$ cat src/rtl/keypad_scan_if.sv
// Signal bundle between the 4x4 keypad matrix scanner and its consumer.
// master = scanner side, slave = keypad/consumer side.
interface keypad_scan_if;
  logic [3:0] row_out;
  logic [3:0] col_in;
  logic       btn_valid;
  logic [7:0] btn_char;
  logic       key_held;

  modport master (
    output row_out,
    output btn_valid,
    output btn_char,
    output key_held,
    input  col_in
  );

  modport slave (
    input  row_out,
    input  btn_valid,
    input  btn_char,
    input  key_held,
    output col_in
  );
endinterface

$ cat src/rtl/keypad_scan.sv
// 4x4 membrane keypad scanner with frame-based debounce.
// Emits one btn_valid pulse with an ASCII btn_char per accepted key press.
module keypad_scan #(
  parameter int unsigned SCAN_DIV       = 1000,
  parameter int unsigned DEBOUNCE_SCANS = 8
) (
  input  logic          clk,
  input  logic          rst_n,
  keypad_scan_if.master kp
);

  localparam int unsigned DivW = (SCAN_DIV > 1) ? $clog2(SCAN_DIV) : 1;
  localparam int unsigned CntW = $clog2(DEBOUNCE_SCANS + 1);

  typedef enum logic [1:0] {StIdle, StPress, StHeld, StRel} state_e;

  function automatic logic [1:0] low_col(input logic [3:0] low);
    logic [1:0] c;
    if (low[0])      c = 2'd0;
    else if (low[1]) c = 2'd1;
    else if (low[2]) c = 2'd2;
    else             c = 2'd3;
    return c;
  endfunction

  // Key index is {row, col}.
  function automatic logic [7:0] key_char(input logic [3:0] idx);
    logic [7:0] c;
    case (idx)
      4'd0:    c = 8'h31;
      4'd1:    c = 8'h32;
      4'd2:    c = 8'h33;
      4'd3:    c = 8'h2B;
      4'd4:    c = 8'h34;
      4'd5:    c = 8'h35;
      4'd6:    c = 8'h36;
      4'd7:    c = 8'h2D;
      4'd8:    c = 8'h37;
      4'd9:    c = 8'h38;
      4'd10:   c = 8'h39;
      4'd11:   c = 8'h2A;
      4'd12:   c = 8'h43;
      4'd13:   c = 8'h30;
      4'd14:   c = 8'h3D;
      default: c = 8'h08;
    endcase
    return c;
  endfunction

  logic [3:0]      sync1_q, sync2_q;
  logic [DivW-1:0] div_q, div_d;
  logic [1:0]      row_q, row_d;
  logic            acc_any_q, acc_any_d;
  logic            acc_multi_q, acc_multi_d;
  logic [3:0]      acc_code_q, acc_code_d;
  state_e          state_q, state_d;
  logic [CntW-1:0] cnt_q, cnt_d;
  logic [3:0]      cand_q, cand_d;
  logic [7:0]      char_q, char_d;
  logic            valid_q, valid_d;
  logic            held_q, held_d;

  logic       sample, frame_end;
  logic [3:0] row_low;
  logic       row_any;
  logic       frm_any, frm_multi, frm_none, frm_single;
  logic [3:0] frm_code;

  // Sample at the last dwell cycle so the driven row has fully settled.
  assign sample    = (div_q == DivW'(SCAN_DIV - 1));
  assign frame_end = sample && (row_q == 2'd3);

  // Running frame classification including the row being sampled now.
  assign row_low    = ~sync2_q;
  assign row_any    = |row_low;
  assign frm_any    = acc_any_q | row_any;
  assign frm_multi  = acc_multi_q | (row_any & (acc_any_q | !$onehot(row_low)));
  assign frm_code   = row_any ? {row_q, low_col(row_low)} : acc_code_q;
  assign frm_none   = !frm_any;
  assign frm_single = frm_any && !frm_multi;

  always_comb begin
    div_d       = div_q + DivW'(1);
    row_d       = row_q;
    acc_any_d   = acc_any_q;
    acc_multi_d = acc_multi_q;
    acc_code_d  = acc_code_q;
    if (sample) begin
      div_d = '0;
      row_d = row_q + 2'd1;
      if (frame_end) begin
        acc_any_d   = 1'b0;
        acc_multi_d = 1'b0;
        acc_code_d  = '0;
      end else begin
        acc_any_d   = frm_any;
        acc_multi_d = frm_multi;
        acc_code_d  = frm_code;
      end
    end
  end

  always_comb begin
    state_d = state_q;
    cnt_d   = cnt_q;
    cand_d  = cand_q;
    char_d  = char_q;
    held_d  = held_q;
    valid_d = 1'b0;
    if (frame_end) begin
      unique case (state_q)
        StIdle, StPress: begin
          if (frm_single) begin
            cand_d = frm_code;
            cnt_d  = (state_q == StPress && frm_code == cand_q) ? cnt_q + CntW'(1) : CntW'(1);
            if (cnt_d == CntW'(DEBOUNCE_SCANS)) begin
              char_d  = key_char(frm_code);
              valid_d = 1'b1;
              held_d  = 1'b1;
              cnt_d   = '0;
              state_d = StHeld;
            end else begin
              state_d = StPress;
            end
          end else begin
            cnt_d   = '0;
            state_d = StIdle;
          end
        end
        StHeld, StRel: begin
          if (frm_none) begin
            cnt_d = (state_q == StRel) ? cnt_q + CntW'(1) : CntW'(1);
            if (cnt_d == CntW'(DEBOUNCE_SCANS)) begin
              held_d  = 1'b0;
              cnt_d   = '0;
              state_d = StIdle;
            end else begin
              state_d = StRel;
            end
          end else begin
            // Any activity while held or releasing pins the key as held; no repeat.
            cnt_d   = '0;
            state_d = StHeld;
          end
        end
      endcase
    end
  end

  always_ff @(posedge clk or negedge rst_n) begin
    if (!rst_n) begin
      sync1_q     <= 4'hF;
      sync2_q     <= 4'hF;
      div_q       <= '0;
      row_q       <= '0;
      acc_any_q   <= 1'b0;
      acc_multi_q <= 1'b0;
      acc_code_q  <= '0;
      state_q     <= StIdle;
      cnt_q       <= '0;
      cand_q      <= '0;
      char_q      <= '0;
      valid_q     <= 1'b0;
      held_q      <= 1'b0;
    end else begin
      sync1_q     <= kp.col_in;
      sync2_q     <= sync1_q;
      div_q       <= div_d;
      row_q       <= row_d;
      acc_any_q   <= acc_any_d;
      acc_multi_q <= acc_multi_d;
      acc_code_q  <= acc_code_d;
      state_q     <= state_d;
      cnt_q       <= cnt_d;
      cand_q      <= cand_d;
      char_q      <= char_d;
      valid_q     <= valid_d;
      held_q      <= held_d;
    end
  end

  assign kp.row_out   = ~(4'b0001 << row_q);
  assign kp.btn_valid = valid_q;
  assign kp.btn_char  = char_q;
  assign kp.key_held  = held_q;

endmodule

$ cat src/flat_wrapper.sv
// flat-port wrapper written by rule: the top's interface ports become plain ports
module keypad_scan_flat 
#(
  parameter int unsigned SCAN_DIV       = 1000,
  parameter int unsigned DEBOUNCE_SCANS = 8
)
  (clk, rst_n, kp_row_out, kp_btn_valid, kp_btn_char, kp_key_held, kp_col_in);
  keypad_scan_if kp_i ();
  input  logic clk;
  input  logic rst_n;
  output wire logic [$bits(kp_i.row_out)-1:0] kp_row_out;
  output wire logic [$bits(kp_i.btn_valid)-1:0] kp_btn_valid;
  output wire logic [$bits(kp_i.btn_char)-1:0] kp_btn_char;
  output wire logic [$bits(kp_i.key_held)-1:0] kp_key_held;
  input wire logic [$bits(kp_i.col_in)-1:0] kp_col_in;
  assign kp_row_out = kp_i.row_out;
  assign kp_btn_valid = kp_i.btn_valid;
  assign kp_btn_char = kp_i.btn_char;
  assign kp_key_held = kp_i.key_held;
  assign kp_i.col_in = kp_col_in;
  keypad_scan #(.SCAN_DIV(SCAN_DIV), .DEBOUNCE_SCANS(DEBOUNCE_SCANS)) u_core (.clk(clk), .rst_n(rst_n), .kp(kp_i));
endmodule
$ cat config.mk
export PLATFORM = sky130hd
export DESIGN_NAME = keypad_scan_flat
export DESIGN_NICKNAME = d
export VERILOG_FILES = /design/src/rtl/keypad_scan_if.sv /design/src/rtl/keypad_scan.sv /design/src/flat_wrapper.sv
export SDC_FILE = /design/constraint.sdc
export NUM_CORES = 1
export LEC_CHECK = 0
export BUFFER_PORTS_ARGS = -buffer_cell sky130_fd_sc_hd__buf_2
export CORE_ASPECT_RATIO = 2
export CORE_MARGIN = 1
export CORE_UTILIZATION = 45
export CTS_BUF_LIST = sky130_fd_sc_hd__clkbuf_16
export DETAILED_ROUTE_END_ITERATION = 10
export GPL_TIMING_DRIVEN = 0
export PLACE_DENSITY_LB_ADDON = 0.08
export SYNTH_ARGS = -nofsm -noshare
export SYNTH_HDL_FRONTEND = slang
export SYNTH_SLANG_ARGS = --single-unit
$ cat constraint.sdc
create_clock -name clk -period 7.6 [get_ports clk]
set_input_delay 1.9 -clock clk [delete_from_list [all_inputs] [get_ports clk]]
set_output_delay 1.9 -clock clk [all_outputs]
set_load 0.01 [all_outputs]
==> impl_metrics.env <==
export IMPL_maxSlewHeadroom_pct=33.6
export IMPL_synth_edf_count=0
export IMPL_worstPathCellList="inv_1 > ha_1 > ha_1 > fa_1 > nor2_1 > a32oi_1 > nor4_1 > nand2_4 > or3_1 > buf_6 > mux2_4"
export IMPL_period_needed_ps=3450
export IMPL_start_util_pct=47.0
export IMPL_cp_max_fo=10
export IMPL_drv_cap=0
export IMPL_synth_cell_type_count=51
export IMPL_area_growth_syn_to_layout_pct=12.5
export IMPL_wl_per_cell_um=14.1
export IMPL_slowest_delay_ps=600
export IMPL_rows=37
export IMPL_ir_worst_vdd_uv=162
export IMPL_ys_flop_type="dfrtp_1"
export IMPL_finalMaxSlewViolations=0
export IMPL_worstHoldPathCells=0
export IMPL_cts_resized=0
export IMPL_drt_initial_drc_count=39
export IMPL_tritoncts="yes"
export IMPL_grt_ovfl_total=0
export IMPL_end_kind="register"
export IMPL_ys_seq_elements=45
export IMPL_post_cts_setup_buffers=0
export IMPL_use_met3_pct=3.75
export IMPL_worstMarginPinSlew_ps=997
export IMPL_top_usage_layer="met2"
export IMPL_slowest_stage="nor4_1"
export IMPL_port_buffers=18
export IMPL_vias_per_cell=5.34
export IMPL_netlist_instances=240
export IMPL_yosys_warnings=0
export IMPL_post_route_period_util_pct=45.4
export IMPL_core_area_um2=5140
export IMPL_ios=20
export IMPL_ctsHoldBuffers=0
export IMPL_yosysSeqAreaShare_pct=47.1
export IMPL_use_met1_pct=20.2
export IMPL_met2_usage_pct=35.4
export IMPL_power_density_nw_per_um2=173
export IMPL_yosysMostFrequentCell="dfrtp_1"
export IMPL_routabilityCongestion=0.758
export IMPL_critPathKind="reg -> reg"
export IMPL_grt_setup_unrepaired="no"
export IMPL_status="complete, no violations"
export IMPL_r2r_end="u_core.kp.btn_char[4]"
export IMPL_synth_top_cells_by_area="dfrtp_1 38%, ha_1 8.8%, dfstp_2 8.7%"
export IMPL_p_leak_nw=1.34
export IMPL_clk_latency_ps=280
export IMPL_grt_max_degree=46
export IMPL_synth_top_area_cell="dfrtp_1"
export IMPL_cts_max_path_buffers=2
export IMPL_min_from="u_core.sync1_q[1]"
export IMPL_grt_first_pass_wirelength_um=7950
export IMPL_ant_nets=0
export IMPL_p_sw_mw=0.0999
export IMPL_fmax_mhz=290
export IMPL_cts_max_level=2
export IMPL_combPwrFrac_pct=5.1
export IMPL_start_kind="register"
export IMPL_clock_power_share_pct=42.9
export IMPL_vias=1731
export IMPL_whs_endpoint="u_core.sync2_q[1]"
export IMPL_die_area_um2=5680
export IMPL_synthesis_area_um2=2410
export IMPL_hold_class="reg -> reg"
export IMPL_fin_util_pct=52.9
export IMPL_grt_pass1_vias=1768
export IMPL_hpwlAfterDp_um=3470
export IMPL_detail_route_first_pass_iterations=4
export IMPL_yosys_top_cells_count="37 x dfrtp_1, 25 x nand2_1, 21 x nor2_1"
export IMPL_placed_cells=316
export IMPL_pwr_share_seq_pct=52.0
export IMPL_drive_gt1_share_pct=19.5
export IMPL_synthArstFlopShare_pct=100
export IMPL_root_buffer="clkbuf_16"
export IMPL_antenna_found_initial=0
export IMPL_hold_viol=0
export IMPL_cts_buffers=5
export IMPL_r2r_slack_ps=4150
export IMPL_fin_setup_tns_ps=0
export IMPL_reg2reg_depth=11
export IMPL_synth_top_area_share_pct=38.4
export IMPL_finClkSkew_ps=4.59
export IMPL_synth_nets=264
export IMPL_clock_sinks=45
export IMPL_cp_startpoint="u_core.sync2_q[0]"
export IMPL_instances_no_fill=324
export IMPL_drc=0
export IMPL_p_sw_share_pct=21.2
export IMPL_totalWireLength_um=4570
export IMPL_avgSynthCellArea_um2=10.1
export IMPL_cp_required_ps=7770
export IMPL_crit_arrival_ps=3620
export IMPL_rr_startpoint="u_core.sync2_q[0]"
export IMPL_nNetsFinal=289
export IMPL_cts_reportedPaths_clkPinSlew_ps=60
export IMPL_setup_viol=0
export IMPL_die_h_um=106
export IMPL_grt_usage_pct=19.2
export IMPL_die_w_um=53.8
export IMPL_p_int_mw=0.371
export IMPL_path_common_cell="ha_1"
export IMPL_num_antenna_cells=0
-- power by group through the flow --
| stage | clock network [mW] | logic [mW] | registers [mW] |
|---|---|---|---|
| 5_1_grt | 0.221 | 0.0281 | 0.245 |
| 2_1_floorplan | 0 | 0.0146 | 0.249 |
| 3_5_place_dp | 0 | 0.0249 | 0.249 |
| 6_report | 0.202 | 0.0240 | 0.245 |
| 3_3_place_gp | 0 | 0.0242 | 0.249 |
| 4_1_cts | 0.210 | 0.0249 | 0.245 |
-- layer usage --
| layer | vias up | wire length [um] |
|---|---|---|
| li1 | 873 | - |
| met1 | 841 | 1790 |
| met2 | 13 | 2630 |
| met3 | 4 | 88 |
| met4 | 0 | 56 |
| met5 | - | 0 |
-- worst max path at each step --
stage / end / slack [ps] / depth (start not counted)
6_report: u_core.kp.btn_char[4] / 4150 / 11
5_1_grt: u_core.kp.btn_char[0] / 3970 / 11
4_1_cts: u_core.kp.btn_char[4] / 4130 / 11
3_5_place_dp: u_core.kp.btn_char[4] / 4130 / 11
3_3_place_gp: u_core.kp.btn_char[4] / 4190 / 11
2_1_floorplan: u_core.kp.btn_char[0] / 4440 / 11
-- state kept, by name (all words and copies together), names as in the netlist, 2 cells and up --
register and flops:
u_core.row_q 2, u_core.cand_q 4, u_core.sync1_q 4, u_core.cnt_q 4
u_core.div_q 10, u_core.kp.btn_char 7, u_core.sync2_q 4, u_core.acc_code_q 4
u_core.state_q 2
-- cell usage in the layout (no fill, tap or decap), drive strengths merged, types with 3 or more instances in the layout --
cell type  synthesis  routed
o31ai              3       3
xnor2              4       4
and2               3       3
o21ai             16      16
xor2               4       4
and3               4       4
nor3               3       3
a21oi             10      10
clkbuf             5      10
or3                6       6
mux2               9       9
ha                17      17
nand2             26      26
nand3              7       7
inv               18      19
buf                3      21
nor2b              3       3
dfrtp             37      37
dfstp              8       8
nor2              22      22
-- critical path: cells and delay by family, from the launching register on --
family          cells  cell delay, ps
compound gates      1             130
fa+ha+maj           3             950
buf+inv             2             220
flops               1             550
mux                 1             300
simple gates        4            1170
-- area by class of cell --
class / count / area, um2
tap: 58 / 72.6
inverter: 18 / 67.6
clock buffer: 5 / 125
timing repair buffer: 18 / 90.1
fill: 494 / 2420
multi-input combinational: 169 / 1170
sequential: 45 / 1140
clock inverter: 3 / 15.0
buffer: 8 / 42.5
-- cells by family after synthesis --
family,Yosys count,synth area share [%]
AND/OR/NAND/NOR,86,18.0
AO/OA/AOI/OAI,46,12.1
flip-flops,45,47.1
buffers and inverters,26,4.56
adder cells (fa/ha/maj),18,9.64
multiplexers,10,5.55
XOR/XNOR,8,2.90
other,1,0.155
-- through the flow --
stage / total power, mW / hold WS [ps] / setup WS [ps] / cell area [um2]
4_1_cts: 0.479 / 356 / 4130 / 2720
3_5_place_dp: 0.274 / 347 / 4130 / 2580
5_1_grt: 0.493 / 359 / 3970 / 2720
6_report: 0.471 / 354 / 4150 / 2720
3_3_place_gp: 0.273 / 346 / 4190 / 2580
2_1_floorplan: 0.263 / 345 / 4440 / 2410
Note: power is estimated with default switching activity, not from simulation.
